`src/rtl/spi_ram_pkg.sv`:
```
`default_nettype none
// +--------------------------------------------------------------------+
// | spi_ram_pkg : command codes and FSM states for spi_ram_burst_slave |
// | rev 1.0                                                            |
// +--------------------------------------------------------------------+
package spi_ram_pkg;

    localparam logic [1:0] CMD_WR_ADDR = 2'b00;
    localparam logic [1:0] CMD_WR_DATA = 2'b01;
    localparam logic [1:0] CMD_RD_ADDR = 2'b10;
    localparam logic [1:0] CMD_RD_DATA = 2'b11;

    typedef enum logic [2:0] {
        ST_IDLE    = 3'd0,
        ST_CMD     = 3'd1,
        ST_RX_ADDR = 3'd2,
        ST_RX_DATA = 3'd3,
        ST_TX_DATA = 3'd4
    } state_t;

endpackage
`default_nettype wire

```
`src/rtl/spi_ram_sp_mem.sv`:
```
`default_nettype none
// +--------------------------------------------------------------------+
// | spi_ram_sp_mem : single-port RAM, registered read (1-cycle)        |
// | rev 1.0                                                            |
// +--------------------------------------------------------------------+
module spi_ram_sp_mem #(
    parameter int ADDR_WIDTH = 8,
    parameter int DATA_WIDTH = 8
) (
    input  logic                  clk,
    input  logic                  en,
    input  logic                  we,
    input  logic [ADDR_WIDTH-1:0] addr,
    input  logic [DATA_WIDTH-1:0] din,
    output logic [DATA_WIDTH-1:0] dout
);

    logic [DATA_WIDTH-1:0] mem [2**ADDR_WIDTH];

    always_ff @(posedge clk) begin
        if (en) begin
            if (we) begin
                mem[addr] <= din;
            end else begin
                dout <= mem[addr];
            end
        end
    end

endmodule
`default_nettype wire

```
`src/rtl/spi_ram_burst_slave.sv`:
```
`default_nettype none
// +--------------------------------------------------------------------+
// | spi_ram_burst_slave : SPI slave with embedded RAM and burst access |
// | rev 1.0                                                            |
// +--------------------------------------------------------------------+
module spi_ram_burst_slave
    import spi_ram_pkg::*;
#(
    parameter int ADDR_WIDTH = 8,
    parameter int DATA_WIDTH = 8,
    parameter int AUTO_INC   = 1
) (
    input  logic clk,
    input  logic rst_n,
    input  logic ss_n,
    input  logic mosi,
    output logic miso
);

    localparam int SW = (ADDR_WIDTH > DATA_WIDTH) ? ADDR_WIDTH : DATA_WIDTH;
    localparam int CW = $clog2(SW + 1);
    localparam logic [CW-1:0] ADDR_LAST = CW'(ADDR_WIDTH - 1);
    localparam logic [CW-1:0] ADDR_DONE = CW'(ADDR_WIDTH);
    localparam logic [CW-1:0] DATA_LAST = CW'(DATA_WIDTH - 1);

    state_t                  state;
    logic [CW-1:0]           cnt;
    logic [SW-1:0]           sh;
    logic                    cmd_msb;
    logic                    rd_sel;
    logic                    tx_run;
    logic                    wr_pend;
    logic [DATA_WIDTH-1:0]   wr_word;
    logic [ADDR_WIDTH-1:0]   wr_addr;
    logic [ADDR_WIDTH-1:0]   rd_addr;

    logic [SW-1:0]           sh_next;
    logic                    tx_fetch;
    logic                    mem_en;
    logic [ADDR_WIDTH-1:0]   mem_addr;
    logic [DATA_WIDTH-1:0]   mem_dout;

    assign sh_next  = {sh[SW-2:0], mosi};
    // Fetch on the first TX edge and on every word-load edge, so the next
    // word sits in the RAM output register while the current one shifts.
    assign tx_fetch = (state == ST_TX_DATA) && !ss_n && (cnt == '0);
    // A pending write only ever follows RX_DATA, so it never meets a fetch.
    assign mem_en   = wr_pend | tx_fetch;
    assign mem_addr = wr_pend ? wr_addr : rd_addr;

    spi_ram_sp_mem #(
        .ADDR_WIDTH (ADDR_WIDTH),
        .DATA_WIDTH (DATA_WIDTH)
    ) u_mem (
        .clk  (clk),
        .en   (mem_en),
        .we   (wr_pend),
        .addr (mem_addr),
        .din  (wr_word),
        .dout (mem_dout)
    );

    always_ff @(posedge clk or negedge rst_n) begin
        if (!rst_n) begin
            state   <= ST_IDLE;
            cnt     <= '0;
            sh      <= '0;
            cmd_msb <= 1'b0;
            rd_sel  <= 1'b0;
            tx_run  <= 1'b0;
            wr_pend <= 1'b0;
            wr_word <= '0;
            wr_addr <= '0;
            rd_addr <= '0;
            miso    <= 1'b0;
        end else begin
            wr_pend <= 1'b0;
            if (wr_pend && (AUTO_INC != 0)) begin
                wr_addr <= wr_addr + ADDR_WIDTH'(1);
            end
            if (tx_fetch && (AUTO_INC != 0)) begin
                rd_addr <= rd_addr + ADDR_WIDTH'(1);
            end

            if (ss_n) begin
                state  <= ST_IDLE;
                cnt    <= '0;
                tx_run <= 1'b0;
                miso   <= 1'b0;
            end else begin
                case (state)
                    ST_IDLE: begin
                        state <= ST_CMD;
                        cnt   <= '0;
                    end
                    ST_CMD: begin
                        if (cnt == '0) begin
                            cmd_msb <= mosi;
                            cnt     <= CW'(1);
                        end else begin
                            cnt <= '0;
                            case ({cmd_msb, mosi})
                                CMD_WR_ADDR: begin state <= ST_RX_ADDR; rd_sel <= 1'b0; end
                                CMD_RD_ADDR: begin state <= ST_RX_ADDR; rd_sel <= 1'b1; end
                                CMD_WR_DATA: state <= ST_RX_DATA;
                                CMD_RD_DATA: state <= ST_TX_DATA;
                                default:     state <= ST_IDLE;
                            endcase
                        end
                    end
                    ST_RX_ADDR: begin
                        if (cnt != ADDR_DONE) begin
                            sh  <= sh_next;
                            cnt <= cnt + CW'(1);
                            if (cnt == ADDR_LAST) begin
                                if (rd_sel) rd_addr <= sh_next[ADDR_WIDTH-1:0];
                                else        wr_addr <= sh_next[ADDR_WIDTH-1:0];
                            end
                        end
                    end
                    ST_RX_DATA: begin
                        sh <= sh_next;
                        if (cnt == DATA_LAST) begin
                            cnt     <= '0;
                            wr_word <= sh_next[DATA_WIDTH-1:0];
                            wr_pend <= 1'b1;
                        end else begin
                            cnt <= cnt + CW'(1);
                        end
                    end
                    ST_TX_DATA: begin
                        if (cnt == '0) begin
                            tx_run <= 1'b1;
                            if (tx_run) begin
                                miso <= mem_dout[DATA_WIDTH-1];
                                sh   <= SW'({mem_dout[DATA_WIDTH-2:0], 1'b0});
                                cnt  <= CW'(1);
                            end
                        end else begin
                            miso <= sh[DATA_WIDTH-1];
                            sh   <= {sh[SW-2:0], 1'b0};
                            cnt  <= (cnt == DATA_LAST) ? '0 : cnt + CW'(1);
                        end
                    end
                    default: state <= ST_IDLE;
                endcase
            end
        end
    end

endmodule
`default_nettype wire

```
`config.mk`:
```
export PLATFORM = sky130hd
export DESIGN_NAME = spi_ram_burst_slave
export DESIGN_NICKNAME = d
export VERILOG_FILES = /design/src/rtl/spi_ram_pkg.sv /design/src/rtl/spi_ram_sp_mem.sv /design/src/rtl/spi_ram_burst_slave.sv
export SDC_FILE = /design/constraint.sdc
export NUM_CORES = 2
export LEC_CHECK = 0
export BUFFER_PORTS_ARGS = -buffer_cell sky130_fd_sc_hd__buf_2
export CAP_MARGIN = 15
export CELL_PAD_IN_SITES_DETAIL_PLACEMENT = 0
export CELL_PAD_IN_SITES_GLOBAL_PLACEMENT = 1
export CORE_ASPECT_RATIO = 0.9
export CORE_MARGIN = 2
export CORE_UTILIZATION = 57
export CTS_BUF_LIST = sky130_fd_sc_hd__clkbuf_4 sky130_fd_sc_hd__clkbuf_8 sky130_fd_sc_hd__clkbuf_16
export DETAILED_ROUTE_END_ITERATION = 8
export PLACE_DENSITY_LB_ADDON = 0.1
export SETUP_SLACK_MARGIN = 0.3
export SLEW_MARGIN = 10
export SYNTH_ARGS = -nofsm -noshare
export SYNTH_HDL_FRONTEND = slang
export SYNTH_SLANG_ARGS = --single-unit
```
`constraint.sdc`:
```
create_clock -name clk -period 6.7 [get_ports clk]
set_input_delay 0 -clock clk [delete_from_list [all_inputs] [get_ports clk]]
set_output_delay 0 -clock clk [all_outputs]
set_load 0.05 [all_outputs]
```
; Word level (Yosys, flattened, before mapping)
; Memories as Yosys holds them, arrays and structs flattened. A register that Yosys moved wholly into a read port is not among the register bits.
; Cells that the tools add are included.
[word_totals]
reg_bits = 44
ramBits = 2048
input_bits = 4
out_inout_bits = 1
elab_cells = 99
mem_count = 1
[classes]
addsub = 3
n_eq_ne = 16
n_mux = 42
bitwise_logic = 4
n_reduce_logical = 22
[mem_list]
columns = memory, words, word_bits, read_ports, rd_clocked_by_memory_dff, write_ports, line
row1 = u_mem.mem, 256, 8, 1, 1, 1, spi_ram_sp_mem.sv:18  ; logic [DATA_WIDTH-1:0] mem [2**ADDR_WIDTH];
[ops]
columns = op, count
row1 = $mux W8, 16
row2 = $pmux W8 S3, 1
row3 = $mux W4, 5
row4 = $pmux W4 S5, 1
row5 = $pmux W3 S3, 2
row6 = $add A8 B1 Y8 const B, 2
row7 = $mux W1, 14
row8 = $ne A3 B3 Y1 const B, 4
row9 = $reduce_and A3 Y1, 3
row10 = $ne A4 B4 Y1 const B, 2
row11 = $reduce_and A2 Y1, 4
row12 = $reduce_and A4 Y1, 2
row13 = $eq A3 B2 Y1 const B, 2
row14 = $mux W3, 2
row15 = $reduce_bool A2 Y1, 3
row16 = $reduce_bool A6 Y1, 1
row17 = $add A4 B1 Y4 const B, 1
row18 = $eq A2 B2 Y1 const B, 2
row19 = $eq A4 B3 Y1 const B, 1
row20 = $logic_not A4 Y1, 1
row21 = $eq A3 B1 Y1 const B, 1
row22 = $eq A3 B3 Y1 const B, 1
row23 = $logic_not A3 Y1, 1
row24 = $not A1 Y1, 3
row25 = other kinds (11), 12

; Longest topological paths before layout
[depth]
ltp_word = 9
ltp_mapped = 13

; Cells and area by module
; A second synthesis with hierarchy kept.
[hier_totals]
hier_cells = 3756
area_unflattened_um2 = 80807.5
[modules_own_cells]
columns = module, n_inst, cells_each, area_per_inst_um2, seq_area_each_um2
row1 = spi_ram_sp_mem, 1, 3526, 78376.4, 61739.2
row2 = spi_ram_burst_slave, 1, 230, 2431.1, 1101.1

; Least setup slack after synthesis
; OpenSTA, ideal clock, no wires.
[synth_timing]
path_kind = register to register
from = reg wr_word[0]
to = mem u_mem.mem[0][0] (data pin)
t_arrival_ns = 3.179
setup_slack_ns = 2.718
path_stages_with_launch = 1
path_buffers = 0
period_less_slack_ns = 3.982
cell_sequence = dfrtp_1
[synth_rtl]
columns = item, line
row1 = from (decl), spi_ram_burst_slave.sv:33  ; logic [DATA_WIDTH-1:0] wr_word;
row2 = from (signal assigned), spi_ram_burst_slave.sv:125  ; wr_word <= sh_next[DATA_WIDTH-1:0];
row3 = to (decl), spi_ram_sp_mem.sv:18
; Straight into the memory's write port.

; Worst setup path in the final report
[layout_timing]
from = reg wr_pend
to = reg u_mem.dout[5] (read register of u_mem.mem) (data pin)
[layout_between]
elab_chain_cells = 2
elab_cells_between_ends = 4
[layout_rtl]
columns = item, line
row1 = from (decl), spi_ram_burst_slave.sv:32  ; logic wr_pend;
row2 = from (signal assigned), spi_ram_burst_slave.sv:71  ; wr_pend <= 1'b0;
row3 = from (signal assigned), spi_ram_burst_slave.sv:77  ; wr_pend <= 1'b0;
row4 = from (signal assigned), spi_ram_burst_slave.sv:126  ; wr_pend <= 1'b1;
row5 = $or A1 B1 Y1 / $not A1 Y1 (equally long branches), -
row6 = $reduce_and A2 Y1 (no line), -
row7 = to (decl), spi_ram_sp_mem.sv:15  ; output logic [DATA_WIDTH-1:0] dout
; Several ways; a longest one is shown, not always the timed one.
; A chain may end at the register's enable or synchronous reset.

==> results.rst <==
.. list-table::
   :header-rows: 1

   * - Metric
     - Value
   * - Initial antenna violation count
     - 5
   * - Vias in the first global route
     - 41067
   * - Detailed-router iteration count before antenna repair
     - 5
   * - Sequential element share of the synthesized area
     - 76.84%
   * - Min Clock Period, post-route
     - 5.280 ns
   * - Quantity of I/O buffers inserted on ports
     - 4
   * - Die footprint
     - 146500 µm²
   * - Area delta synth->final
     - 11.40%
   * - Largest cells by area after synthesis
     - sky130_fd_sc_hd__edfxtp_1 75%, sky130_fd_sc_hd__mux4_2 12%, sky130_fd_sc_hd__nand2_1 1.8%
   * - Netlist Area Pre-Place
     - 81780 µm²
   * - Core Box Area
     - 142100 µm²
   * - Worst clock skew
     - 0.03398 ns
   * - Number of flops mapped to enable cells by yosys
     - 2056
   * - Library cell used as clock root buffer
     - sky130_fd_sc_hd__clkbuf_16
   * - Synthesis Warnings
     - 0
   * - Drt first-iter violations
     - 5714
   * - Sw Share
     - 21.19%
   * - Maximum number of buffers from clock root to sink
     - 3
   * - Final count of negative-setup-slack endpoints
     - 0
   * - Post-synth top area share
     - 75.50%
   * - Count of buffering cells on the critical path with inverters included
     - 2
   * - Pwr Total
     - 26720 µW
   * - Total of max-cap violations
     - 0
   * - CP cell instances
     - mux2_8 > buf_12 > buf_12 > mux4_2 > a22oi_1 > nand4_1 > o31ai_1 > nand4_1
   * - Most frequent cells in the layout
     - 2056 x sky130_fd_sc_hd__edfxtp_1, 430 x sky130_fd_sc_hd__mux4_2, 386 x sky130_fd_sc_hd__nand2_1, 242 x sky130_fd_sc_hd__nor2_1, 233 x sky130_fd_sc_hd__nand3_1
   * - Most used DFF post-synth
     - sky130_fd_sc_hd__edfxtp_1
   * - Die H
     - 363.3 µm
   * - Post-route ant nets
     - 0
   * - Total negative slack
     - 0 ns
   * - Routability congestion estimate
     - 0.8539
   * - DP Wirelength
     - 123.2 mm
   * - Die W
     - 403.3 µm
   * - Leading cell type in the layout, fill and taps excluded
     - sky130_fd_sc_hd__edfxtp_1
   * - Relative contribution of combinational cells to total power
     - 4.6%
   * - Clock insertion delay at the later pin of the skew report
     - 0.83 ns
   * - Global-route wire length before repair
     - 295.1 mm
   * - Count of cells resized by post-cts repair
     - 0
   * - Number of nets in the finished design
     - 4373
   * - Result of the run
     - finished clean
   * - Number of synthesized register bits
     - 2100
   * - Proportion of layout cells with a drive suffix above 1
     - 21.47%
   * - Share of async-settable or async-resettable flops after synthesis
     - 2.095%
   * - Reg area
     - 62870 µm²
   * - Number of max-slew violations in the final report
     - 0
   * - Number of cells in the design after placement
     - 6020
   * - Share of power burned in registers
     - 53.3%
   * - Layout filler cell count
     - 9582
   * - Unrepaired setup endpoints after global routing
     - no
   * - Share of power burned in the clock network
     - 42.0%
   * - Drt total wl
     - 203.5 mm
   * - GRT Residual Overflow
     - 0
   * - Category of the worst setup path capture point
     - flip-flop
   * - Number of cells produced by synthesis
     - 4263
   * - Total routing resource utilization after global routing
     - 28.17%
   * - Crit path arrival time
     - 5.82 ns
   * - Highest clock rate
     - 189.4 MHz
   * - Final worst path period share
     - 78.81%
   * - Static leakage
     - 0.03297 µW
   * - Synthesized area per cell
     - 19.18 µm²
   * - Master of the slowest instance on the critical path
     - sky130_fd_sc_hd__dfrtp_2
   * - CTS Buf Count
     - 201
   * - TritonCTS sink count
     - 2100
   * - Top Ports
     - 5
   * - Worst rel slew slack
     - 18.17%
   * - Pin slew with the least headroom to its limit
     - 1.227 ns
   * - Switching power total
     - 5661 µW
   * - Per-cell routed wire length
     - 31.80 µm
   * - Post-CTS Hold Buffers
     - 4
   * - Vias after detailed routing
     - 42089
   * - Number of vias per cell
     - 6.577
   * - Post-synth top area cell
     - sky130_fd_sc_hd__edfxtp_1
   * - H-tree depth
     - 4
   * - CP Class
     - reg -> reg
   * - Delay-heaviest family, CP
     - multiplexers
   * - Tightest Hold Check Type
     - in -> reg
   * - Crit path largest cell delay
     - 1.07 ns
   * - Std cell rows
     - 131
   * - # DRC
     - 0
   * - Cell Int Power
     - 21060 µW
   * - Final cell count without fillers
     - 6399
   * - Critical Path Source Type
     - flip-flop
   * - Critical Path Fanout Max
     - 63
   * - Combined area of the multi-input logic cells
     - 17900 µm²
   * - Required @ worst endpoint
     - 7.24 ns
   * - Initial cell density of the core
     - 57.55%
   * - Clock tree from TritonCTS
     - built
   * - IR Drop Worst-Case VDD
     - 260.0 µV
   * - Largest net degree at the start of global routing
     - 174
   * - Number of setup buffers added after CTS
     - 0
   * - Clock transition time at the flip-flop clock pins of the worst setup and hold paths
     - 0.06 ns
   * - PwrDens
     - 293.3 nW/µm²
   * - Number of nets produced by synthesis
     - 4271
   * - Synth cell types
     - 55
   * - Hold violation total from the final report
     - 0
==> synth_stat cells, drive strengths merged, types with 2 or more instances <==
cell type,count
edfxtp,2056
mux4,440
nand2,386
nor2,249
nand3,234
buf,131
clkbuf,131
a22oi,130
nand4,127
nor3,56
dfrtp,44
mux2i,37
o21ai,28
a21oi,25
o31ai,18
a41oi,16
o2111ai,16
mux2,13
a31oi,12
and3,10
a22o,9
inv,9
a221oi,8
a311oi,8
and2,8
nand2b,8
xor2,7
nand3b,6
xnor2,6
or3,5
or3b,5
ha,4
o22ai,4
nor2b,3
nor4,2
or4b,2
==> layer usage <==
| layer | GRT usage, % | wire length (µm) | vias to the layer above | share of wire [%] |
|---|---|---|---|---|
| li1 | - | - | 17639 | - |
| met1 | 43.03 | 86880 | 22314 | 43 |
| met2 | 42.80 | 95310 | 1859 | 47 |
| met3 | 5.018 | 16410 | 273 | 8.1 |
| met4 | 7.226 | 4853 | 4 | 2.4 |
| met5 | 0 | 66 | - | 0.032 |
==> worst reg2reg max path, delay by kind of cell, from the launching register on <==
kind | cells | cell delay [ns]
buf+inv | 2 | 0.78
flops | 1 | 1.07
simple gates | 2 | 0.47
compound gates | 2 | 1.25
mux | 2 | 1.43
==> kinds of logic after synthesis <==
logic type | synth area share [%]
flip-flops | 76.84
AND/OR/NAND/NOR | 6.114
multiplexers | 12.80
AO/OA/AOI/OAI | 2.486
buffers and inverters | 1.550
XOR/XNOR | 0.1392
adder cells (fa/ha/maj) | 0.06120
==> layout make-up <==
type | instances | share of cell area (%)
clock inverters | 118 | 1.136
multi-input cells | 1892 | 19.65
well taps | 1862 | 2.557
repair buffers | 161 | 1.552
diodes | 1 | 0.002747
inverters | 9 | 0.03708
clock buffers | 256 | 6.051
flip-flops and latches | 2100 | 69.01
==> flip-flops by register name (all words and copies together) (netlist names) <==
name	flops
wr_addr	8
cnt	4
wr_pend	1
cmd_msb	1
miso	1
state	3
u_mem.mem	2048
tx_run	1
wr_word	8
rd_addr	8
sh	8
rd_sel	1
u_mem.dout	8
==> power groups by stage <==
stage	registers [µW]	logic, µW	clock network, µW
after CTS	14200	1280	11400
after detailed placement	14500	1270	0
after global placement	14500	1270	0
after global routing	14200	1340	11900
after floorplan	14500	988	0
final	14200	1240	11200
==> through the flow <==
stage	worst slack (ns)	area, µm²	utilization, %	hold slack [ns]
after global routing	1.113	91100	64.11	0.1864
after CTS	1.346	91100	64.11	0.1176
after global placement	0.8504	84410	59.40	0.1756
final	1.420	91100	64.11	0.1728
after detailed placement	1.360	84510	59.47	0.1749
after floorplan	2.718	81780	-	-0.2956
==> worst paths after layout <==
path	start	end	slack, ns	cells past startpoint
worst max-delay path	wr_pend	u_mem.dout[5]	1.42	8
worst max register to register	wr_pend	u_mem.dout[5]	1.42	8
max in group asynchronous	rst_n	wr_word[5]	5.81	4
min in group asynchronous	rst_n	cnt[2]	0.38	4
worst min register to register	sh[7]	sh[7]	0.49	2
worst min-delay path	mosi	wr_addr[0]	0.17	4
(Power assumes the default switching activity.)
